<file path="config.mk">
export PLATFORM = sky130hd
export DESIGN_NAME = led_pattern_ctrl_flat
export DESIGN_NICKNAME = d
export VERILOG_FILES = /design/src/rtl/led_pattern_ctrl_if.sv /design/src/rtl/led_pattern_ctrl.sv /design/src/flat_wrapper.sv
export SDC_FILE = /design/constraint.sdc
export NUM_CORES = 1
export LEC_CHECK = 0
export ABC_AREA = 1
export CAP_MARGIN = 5
export CORE_MARGIN = 1.5
export CORE_UTILIZATION = 25
export CTS_CLUSTER_DIAMETER = 200
export CTS_CLUSTER_SIZE = 8
export DETAILED_ROUTE_END_ITERATION = 8
export PLACE_DENSITY = 0.51
export SLEW_MARGIN = 25
export SYNTH_ARGS = -nofsm -noshare
export SYNTH_HDL_FRONTEND = slang
export SYNTH_SLANG_ARGS = --single-unit
</file>
<file path="constraint.sdc">
create_clock -name clk -period 1.75 [get_ports clk]
set_clock_uncertainty 0.2 [all_clocks]
set_input_delay 0.175 -clock clk [delete_from_list [all_inputs] [get_ports clk]]
set_output_delay 0.175 -clock clk [all_outputs]
set_load 0.05 [all_outputs]
</file>
<file path="src/rtl/led_pattern_ctrl_if.sv">
`default_nettype none
// ============================================================================
// Module   : led_pattern_ctrl_if
// Brief    : Control / status bundle between button logic and the LED
//            pattern sequencer.
// Revision : 1.0  initial release
// ============================================================================
interface led_pattern_ctrl_if #(
  parameter int WIDTH = 8
);
  logic             start;   // single-cycle pulse
  logic             stop;    // single-cycle pulse
  logic             pause;   // single-cycle pulse, toggles RUN/PAUSE
  logic [1:0]       mode;    // pattern select, sampled on start
  logic [1:0]       speed;   // rate select, sampled on start
  logic [WIDTH-1:0] led;     // registered pattern output
  logic             busy;    // RUN or PAUSE
  logic             step;    // one-cycle pulse per pattern advance
  logic             wrap;    // one-cycle pulse when pattern returns to seed

  // Controller side: issues commands, observes the LEDs
  modport master (
    output start, stop, pause, mode, speed,
    input  led, busy, step, wrap
  );

  // Sequencer side
  modport slave (
    input  start, stop, pause, mode, speed,
    output led, busy, step, wrap
  );
endinterface
`default_nettype wire

</file>
<file path="src/rtl/led_pattern_ctrl.sv">
`default_nettype none
// ============================================================================
// Module   : led_pattern_ctrl
// Brief    : Runs an LED shift register in one of four patterns
//            (rotate-left, rotate-right, ping-pong, fill/drain) at a
//            programmable step rate, with start/stop/pause control and
//            step/wrap strobes.
// Revision : 1.0  initial release
// ============================================================================
module led_pattern_ctrl #(
  parameter int BASE_DIV = 50000000,  // cycles per step at speed 0, >= 2
  parameter int WIDTH    = 8          // fixed LED width
) (
  input  wire logic            clk,
  input  wire logic            rst_n,
  led_pattern_ctrl_if.slave    bus
);

  typedef enum logic [1:0] {
    ST_IDLE  = 2'd0,
    ST_RUN   = 2'd1,
    ST_PAUSE = 2'd2
  } state_t;

  // Prescaler must hold up to (BASE_DIV << 3) - 1
  localparam int c_CW = $clog2(BASE_DIV * 8);
  localparam logic [c_CW-1:0] c_LAST0 = c_CW'(BASE_DIV * 1 - 1);
  localparam logic [c_CW-1:0] c_LAST1 = c_CW'(BASE_DIV * 2 - 1);
  localparam logic [c_CW-1:0] c_LAST2 = c_CW'(BASE_DIV * 4 - 1);
  localparam logic [c_CW-1:0] c_LAST3 = c_CW'(BASE_DIV * 8 - 1);

  localparam logic [WIDTH-1:0] c_ZERO = '0;
  localparam logic [WIDTH-1:0] c_ONES = '1;
  localparam logic [WIDTH-1:0] c_LSB  = WIDTH'(1);
  localparam logic [WIDTH-1:0] c_MSB  = {1'b1, {(WIDTH-1){1'b0}}};

  state_t           r_state;
  state_t           w_state_nxt;
  logic [1:0]       r_mode;
  logic [1:0]       r_speed;
  logic [c_CW-1:0]  r_presc;
  logic [WIDTH-1:0] r_led;
  logic             r_dir;     // 0 = moving left, 1 = moving right
  logic             r_phase;   // 0 = filling, 1 = draining
  logic             r_step;
  logic             r_wrap;

  logic [1:0]       w_mode_nxt;
  logic [1:0]       w_speed_nxt;
  logic [c_CW-1:0]  w_presc_nxt;
  logic [WIDTH-1:0] w_led_nxt;
  logic             w_dir_nxt;
  logic             w_phase_nxt;
  logic             w_step_nxt;
  logic             w_wrap_nxt;

  logic [c_CW-1:0]  w_last;
  logic [WIDTH-1:0] w_adv_led;
  logic             w_adv_dir;
  logic             w_adv_phase;

  // Starting value of each pattern; also the value whose reappearance marks a wrap
  function automatic logic [WIDTH-1:0] seed_of(input logic [1:0] m);
    case (m)
      2'd0:    seed_of = c_LSB;
      2'd1:    seed_of = c_MSB;
      2'd2:    seed_of = c_LSB;
      default: seed_of = c_ZERO;
    endcase
  endfunction

  // Terminal prescaler count for the latched speed
  always_comb begin
    w_last = c_LAST0;
    case (r_speed)
      2'd0:    w_last = c_LAST0;
      2'd1:    w_last = c_LAST1;
      2'd2:    w_last = c_LAST2;
      default: w_last = c_LAST3;
    endcase
  end

  // Pattern value, direction and phase after one advance of the latched mode
  always_comb begin
    w_adv_led   = r_led;
    w_adv_dir   = r_dir;
    w_adv_phase = r_phase;
    case (r_mode)
      2'd0: w_adv_led = {r_led[WIDTH-2:0], r_led[WIDTH-1]};
      2'd1: w_adv_led = {r_led[0], r_led[WIDTH-1:1]};
      2'd2: begin
        // Direction flips on the edge the end bit is reached so ends show once
        if (!r_dir) begin
          w_adv_led = {r_led[WIDTH-2:0], 1'b0};
          if (w_adv_led == c_MSB) w_adv_dir = 1'b1;
        end else begin
          w_adv_led = {1'b0, r_led[WIDTH-1:1]};
          if (w_adv_led == c_LSB) w_adv_dir = 1'b0;
        end
      end
      default: begin
        if (!r_phase) begin
          w_adv_led = {r_led[WIDTH-2:0], 1'b1};
          if (w_adv_led == c_ONES) w_adv_phase = 1'b1;
        end else begin
          w_adv_led = {r_led[WIDTH-2:0], 1'b0};
          if (w_adv_led == c_ZERO) w_adv_phase = 1'b0;
        end
      end
    endcase
  end

  // Next state and datapath; command priority is stop > start > pause
  always_comb begin
    w_state_nxt = r_state;
    w_mode_nxt  = r_mode;
    w_speed_nxt = r_speed;
    w_presc_nxt = r_presc;
    w_led_nxt   = r_led;
    w_dir_nxt   = r_dir;
    w_phase_nxt = r_phase;
    w_step_nxt  = 1'b0;
    w_wrap_nxt  = 1'b0;
    if (bus.stop) begin
      w_state_nxt = ST_IDLE;
      w_led_nxt   = c_ZERO;
      w_presc_nxt = '0;
    end else if (bus.start) begin
      // Full restart from any state, pause in the same cycle is overridden
      w_state_nxt = ST_RUN;
      w_mode_nxt  = bus.mode;
      w_speed_nxt = bus.speed;
      w_led_nxt   = seed_of(bus.mode);
      w_presc_nxt = '0;
      w_dir_nxt   = 1'b0;
      w_phase_nxt = 1'b0;
    end else begin
      case (r_state)
        ST_RUN: begin
          if (bus.pause) begin
            // Freeze prescaler as-is so resume neither gains nor loses a step
            w_state_nxt = ST_PAUSE;
          end else if (r_presc == w_last) begin
            w_presc_nxt = '0;
            w_led_nxt   = w_adv_led;
            w_dir_nxt   = w_adv_dir;
            w_phase_nxt = w_adv_phase;
            w_step_nxt  = 1'b1;
            w_wrap_nxt  = (w_adv_led == seed_of(r_mode));
          end else begin
            w_presc_nxt = r_presc + 1'b1;
          end
        end
        ST_PAUSE: begin
          if (bus.pause) w_state_nxt = ST_RUN;
        end
        default: ;
      endcase
    end
  end

  // FSM state register
  always_ff @(posedge clk or negedge rst_n) begin
    if (!rst_n) r_state <= ST_IDLE;
    else        r_state <= w_state_nxt;
  end

  // Pattern datapath and strobe registers
  always_ff @(posedge clk or negedge rst_n) begin
    if (!rst_n) begin
      r_mode  <= 2'd0;
      r_speed <= 2'd0;
      r_presc <= '0;
      r_led   <= c_ZERO;
      r_dir   <= 1'b0;
      r_phase <= 1'b0;
      r_step  <= 1'b0;
      r_wrap  <= 1'b0;
    end else begin
      r_mode  <= w_mode_nxt;
      r_speed <= w_speed_nxt;
      r_presc <= w_presc_nxt;
      r_led   <= w_led_nxt;
      r_dir   <= w_dir_nxt;
      r_phase <= w_phase_nxt;
      r_step  <= w_step_nxt;
      r_wrap  <= w_wrap_nxt;
    end
  end

  assign bus.led  = r_led;
  assign bus.busy = (r_state != ST_IDLE);
  assign bus.step = r_step;
  assign bus.wrap = r_wrap;

endmodule
`default_nettype wire

</file>
<file path="src/flat_wrapper.sv">
// flat-port wrapper written by rule: the top's interface ports become plain ports
module led_pattern_ctrl_flat 
#(
  parameter int BASE_DIV = 50000000,                                     
  parameter int WIDTH    = 8                            
)
  (clk, rst_n, bus_start, bus_stop, bus_pause, bus_mode, bus_speed, bus_led, bus_busy, bus_step, bus_wrap);
  led_pattern_ctrl_if #(.WIDTH(WIDTH)) bus_i ();
  input  wire logic clk;
  input  wire logic rst_n;
  input wire logic [$bits(bus_i.start)-1:0] bus_start;
  input wire logic [$bits(bus_i.stop)-1:0] bus_stop;
  input wire logic [$bits(bus_i.pause)-1:0] bus_pause;
  input wire logic [$bits(bus_i.mode)-1:0] bus_mode;
  input wire logic [$bits(bus_i.speed)-1:0] bus_speed;
  output wire logic [$bits(bus_i.led)-1:0] bus_led;
  output wire logic [$bits(bus_i.busy)-1:0] bus_busy;
  output wire logic [$bits(bus_i.step)-1:0] bus_step;
  output wire logic [$bits(bus_i.wrap)-1:0] bus_wrap;
  assign bus_i.start = bus_start;
  assign bus_i.stop = bus_stop;
  assign bus_i.pause = bus_pause;
  assign bus_i.mode = bus_mode;
  assign bus_i.speed = bus_speed;
  assign bus_led = bus_i.led;
  assign bus_busy = bus_i.busy;
  assign bus_step = bus_i.step;
  assign bus_wrap = bus_i.wrap;
  led_pattern_ctrl #(.BASE_DIV(BASE_DIV), .WIDTH(WIDTH)) u_core (.clk(clk), .rst_n(rst_n), .bus(bus_i));
endmodule
</file>
## Word level (Yosys, flattened, before mapping)

Index checks and enable logic that the tools add are counted.

- Input port bits: 9
- Flip-flop bits (word level): 47

- Reduce and logical (&&, ||, !) cells: 20
- Bitwise logic cells: 1
- Equality and inequality tests: 18
- Multiplexer cells: 52
- Add/sub/neg operators: 1

Operators with widths:

| cell | number |
|---|---|
| two-way mux 29 bit | 5 |
| two-way mux 8 bit | 11 |
| case mux 29 bit (3 select lines) | 1 |
| case mux 8 bit (2 select lines) | 2 |
| adder 29 x 1 -> 29 bit, second input constant | 1 |
| == test 29 bit | 1 |
| two-way mux 1 bit | 27 |
| case mux 8 bit (3 select lines) | 1 |
| == test 7 bit, second input constant | 2 |
| AND reduction 5 bit | 2 |
| == test 2 x 1 -> 1 bit, second input constant | 4 |
| == test 2 bit, second input constant | 4 |
| == test 8 bit | 1 |
| two-way mux 2 bit | 4 |
| != test 4 bit, second input constant | 2 |
| nonzero test 2 bit | 4 |
| == test 7 x 1 -> 1 bit, second input constant | 1 |
| logical NOT 7 bit | 1 |
| logical NOT 2 bit | 3 |
| AND reduction 3 bit | 2 |
| nonzero test 3 bit | 2 |
| case mux 2 bit (2 select lines) | 1 |
| AND reduction 2 bit | 2 |
| nonzero test 4 bit | 1 |
| 6 further kinds | 7 |

## Longest topological paths before layout

- Depth after elaboration: 14
- Mapped depth: 13
- Mapped depth without buffers: 12

## Worst setup path after synthesis

Ideal clock, no wire load.

- Path type: register to register
- Start: reg u_core.r_presc[0]
- End: reg u_core.r_presc[13]
- Arrival: 1.620 ns
- Buffers on the path: 2
- Data required time: 1.430 ns
- Setup time: 0.120 ns
- Path slack: -0.190 ns
- Cell stages (with the launch flop): 13
- Path through: dfrtp_1 -> ha_1 -> nand2_1 -> nor2_4 -> nand2_1 -> nor2_1 -> nand2_1 -> nor2_2 -> nand4_4 -> nand2_2 -> buf_6 -> buf_8 -> nor2_1

- Word-level cells in the longest chain between the ends: 6
- Elaborated cells between the ends (all ways): 7
- Classes of those cells: add/sub: 1; eq/ne: 1; mux: 5

RTL lines:

| item | RTL line | RTL |
|---|---|---|
| from (decl) | led_pattern_ctrl.sv:41 | `logic [c_CW-1:0] r_presc;` |
| from (signal assigned) | led_pattern_ctrl.sv:182 | `r_presc <= w_presc_nxt;` |
| adder 29 x 1 -> 29 bit / == test 29 bit (equally long branches) | led_pattern_ctrl.sv:151, led_pattern_ctrl.sv:143 |  |
| two-way mux 29 bit * | led_pattern_ctrl.sv:143 | `end else if (r_presc == w_last) begin` |
| two-way mux 29 bit * | led_pattern_ctrl.sv:140 | `if (bus.pause) begin` |
| two-way mux 29 bit * | led_pattern_ctrl.sv:138 | `case (r_state)` |
| two-way mux 29 bit * | led_pattern_ctrl.sv:128 | `end else if (bus.start) begin` |
| two-way mux 29 bit * | led_pattern_ctrl.sv:124 | `if (bus.stop) begin` |

Mark *: on every way between the ends. The rest lies on a longest branch, timed or not. The select of a mux whose other input is x is not followed.
A chain may end at the register's enable or synchronous reset.

## Worst setup path in the final report

- Start: reg u_core.r_speed[0]
- End: reg u_core.r_presc[18]

- Word-level cells in the longest chain between the ends: 8
- Elaborated cells between the ends (all ways): 10
- Classes of those cells: eq/ne: 3; mux: 6; reduce/logical: 1

RTL lines:

| item | RTL line | RTL |
|---|---|---|
| from (decl) | led_pattern_ctrl.sv:40 | `logic [1:0] r_speed;` |
| from (signal assigned) | led_pattern_ctrl.sv:181 | `r_speed <= w_speed_nxt;` |
| == test 2 bit (tied with other cells) | led_pattern_ctrl.sv:75 | `case (r_speed)` |
| case mux 29 bit (3 select lines) * | led_pattern_ctrl.sv:75 |  |
| == test 29 bit * | led_pattern_ctrl.sv:143 |  |
| two-way mux 29 bit * | led_pattern_ctrl.sv:143 |  |
| two-way mux 29 bit * | led_pattern_ctrl.sv:140 |  |
| two-way mux 29 bit * | led_pattern_ctrl.sv:138 |  |
| two-way mux 29 bit * | led_pattern_ctrl.sv:128 |  |
| two-way mux 29 bit * | led_pattern_ctrl.sv:124 |  |

Marks and branches as above.

==> impl_metrics.tcl <==
set metrics [dict create \
    drt_pass1_iterations 4 \
    fin_crit_ps 1940 \
    final_layout_size_suffix_gt1_share_pct 31.9 \
    required_ps 1730 \
    coreArea_mm2 0.0120 \
    relSlewSlack_pct 73.4 \
    dpl_worst_slack_ps -355 \
    leakagePower_nw 2.12 \
    row_count 40 \
    ff2ff_path_depth 10 \
    status "finished, violations left" \
    path_class "reg -> reg" \
    synth-seq-cells 47 \
    netlist.area_leader.share_pct 38.4 \
    grt_pass1_vias 3089 \
    setup_slack_ps -194 \
    period_share_pct 111 \
    seq_area_mm2 0.00118 \
    clk_pin_slew_worst_paths_ps 70 \
    peakVddDrop_mv 0.345 \
    dieArea_mm2 0.0129 \
    synth_top_area_cell "dfrtp_1" \
    slowest_delay_ps 450 \
    timing.rr.end "u_core.r_presc[18]" \
    cts.htree.levels 2 \
    cts_tree "done" \
    n_antenna_cell 0 \
    clock_latency_ps 290 \
    hpwl_um 6740 \
    crit_buf_inv 2 \
    p_per_area_mw_per_mm2 575 \
    path_max_fanout 7 \
    hold_viol 0 \
    wire_per_inst_um 13.3 \
    finalNetCount 575 \
    crit_end "u_core.r_presc[18]" \
    start_util_pct 25.6 \
    synth-edff-count 0 \
    maxSlewViolCount 0 \
    grt_setup_unrepaired "true" \
    fin_cells 709 \
    synth.distinct_cells 32 \
    post_drt_via_cell_ratio 4.61 \
    die_h_um 114 \
    groute.usage.overall_pct 14.4 \
    critical_path.slowest_cell "dfrtp_2" \
    fillers 1239 \
    worstMarginPinSlew_ps 396 \
    drc 0 \
    drv_cap 0 \
    max_freq_mhz 514 \
    start_kind "register" \
    cts_buffers 5 \
    reg2reg_setup_slack_ps -190 \
    end_kind "register" \
    drt_iter0_drc 180 \
    num_vias 3268 \
    ys_warn_count 0 \
    synth-seq-area-share_pct 38.4 \
    timing.critical_path.from "u_core.r_speed[0]" \
    hold_ws_ps 140 \
    synthTopCellsByArea "dfrtp_1 38%, nand2_1 14%, nor2_1 9.7%" \
    path_depth 10 \
    grt_pass1_wl_um 14800 \
    multi_input_area_mm2 0.00185 \
    async_reset_ff_share_pct 100 \
    num_io_pins 20 \
    timing.rr.start "u_core.r_speed[0]" \
    wirelength_um 9430 \
    place_congestion 0.912 \
    antenna_found_initial 0 \
    synthesis.nets 463 \
    path_delay_family "simple AND/OR/NAND/NOR gates" \
    path_cells "buf_6 > a21oi_2 > nand2_1 > nor2_1 > nand2_1 > nor2_4 > nand4_4 > nand2_8 > clkbuf_16 > nor2_1" \
    numClockSinks 47 \
    synth-main-ff-cell "dfrtp_1" \
    grt_max_degree 35 \
    gr-total-overflow 0 \
    netlist_instances 450 \
    synthesis.area_mm2 0.00306 \
    port_buffers 19 \
    crit_arrival_ps 1920 \
    cts_root_buf "clkbuf_16" \
    dp_cells 689 \
    fp.dieW_um 114 \
    fin_util_pct 38.3 \
    area_growth_pct 49.6 \
    finalSetupViolCount 39 \
    drtAntennaViolNets 0 \
    clockBufferDepth 2 \
    violations "negative setup slack" \
    syn_avg_cell_area_um2 6.81 \
    min_path_type "in -> async" \
]
-- per-layer routing --
metal | vias up | share of wire, % | track usage (%)
met2 | 75 | 47 | 23.0
met4 | 0 | 1.6 | 4.00
met5 | - | 0 | 0
met3 | 12 | 4.5 | 2.55
met1 | 1526 | 47 | 20.1
li1 | 1655 | - | -
-- repair_timing --
item / CTS / global route
hold buffers: 1 / 0
gates resized for setup: 20 / 51
hold endpoints to repair: 47 / 0
gates cloned: 0 / 3
endpoints found under the setup margin: 40 / 41
pin swaps: 9 / 13
buffers inserted: 3 / 6
-- power breakdown --
part / total, mW / leakage [nW] / switching, mW / internal (mW)
Clock: 0.977 / 0.0727 / 0.418 / 0.559
Sequential: 1.15 / 0.641 / 0.0320 / 1.12
Combinational: 0.507 / 1.40 / 0.287 / 0.220
-- cell families (layout without fill, tap and decap cells) --
logic type	count (synthesis)	after routing	share of synthesized area, %
compound gates	38	38	6.74
flops	47	47	38.4
buf+inv	68	180	9.15
fa+ha+maj	4	4	1.63
simple gates	274	274	38.6
xor+xnor	19	19	5.43
-- state kept, by name (all words and copies together), names as in the netlist --
register / cells
u_core.r_phase: 1
u_core.r_speed: 2
u_core.r_presc: 29
u_core.r_state: 2
u_core.bus.wrap: 1
u_core.bus.step: 1
u_core.bus.led: 8
u_core.r_dir: 1
u_core.r_mode: 2
-- cells in the mapped netlist (2+ instances only) --
library cell	count
nand3_1	42
xnor2_1	2
nor4_1	3
xor2_1	17
a21oi_1	8
nor3_1	10
inv_1	58
clkbuf_1	3
nand4_1	12
ha_1	4
dfrtp_1	47
nor2_4	2
nand2_2	2
inv_2	2
nand2_1	118
o21ai_0	22
nor2_1	79
o211ai_1	2
nor2_2	3
o22ai_1	2
-- metrics by stage --
| stage | power (mW) | setup TNS [ps] | area [um2] |
|---|---|---|---|
| floorplan | 1.39 | -3740 | 3090 |
| global placement | 1.60 | -6850 | 4040 |
| detailed placement | 1.60 | -8920 | 4040 |
| CTS | 2.61 | -5830 | 4300 |
| global route | 2.76 | -10260 | 4580 |
| finish | 2.63 | -6590 | 4580 |
-- cells in the final DEF (no fill, tap or decap), types with 3 or more instances in the layout --
| cell type | synthesis | final |
|---|---|---|
| nand2_1 | 118 | 106 |
| buf_4 | 1 | 92 |
| inv_1 | 58 | 55 |
| nor2_1 | 79 | 53 |
| dfrtp_1 | 47 | 44 |
| nand3_1 | 42 | 36 |
| o21ai_0 | 22 | 21 |
| nor2_2 | 3 | 20 |
| xor2_1 | 17 | 15 |
| nand4_1 | 12 | 12 |
| nand2_2 | 2 | 11 |
| nor2_4 | 2 | 11 |
| nor3_1 | 10 | 10 |
| clkbuf_16 | 0 | 7 |
| clkdlybuf4s50_1 | 0 | 7 |
| a21oi_1 | 8 | 6 |
| buf_12 | 0 | 6 |
| nand3_2 | 0 | 5 |
| inv_2 | 2 | 4 |
| nor4_1 | 3 | 3 |
| buf_6 | 1 | 3 |
| dfrtp_2 | 0 | 3 |
-- worst min-delay path by stage --
stage / endpoint / slack, ps / cells after the start
after floorplan: u_core.bus.led[0] / -320 / 0
after global placement: u_core.r_presc[22] / -90 / 1
after detailed placement: u_core.r_presc[28] / -90 / 1
after CTS: u_core.r_presc[28] / 150 / 2
after global routing: u_core.r_presc[28] / 180 / 2
final: u_core.r_presc[28] / 140 / 2
-- final cells by class --
class                      instances  area share (%)
clock buffer                       6            3.03
clock inverter                     1           0.109
inverter                          60            4.97
multi-input combinational        335            40.4
sequential                        47            25.7
tap                              147            4.01
timing repair buffer             113            21.7
Note: power is estimated with default switching activity, not from simulation.
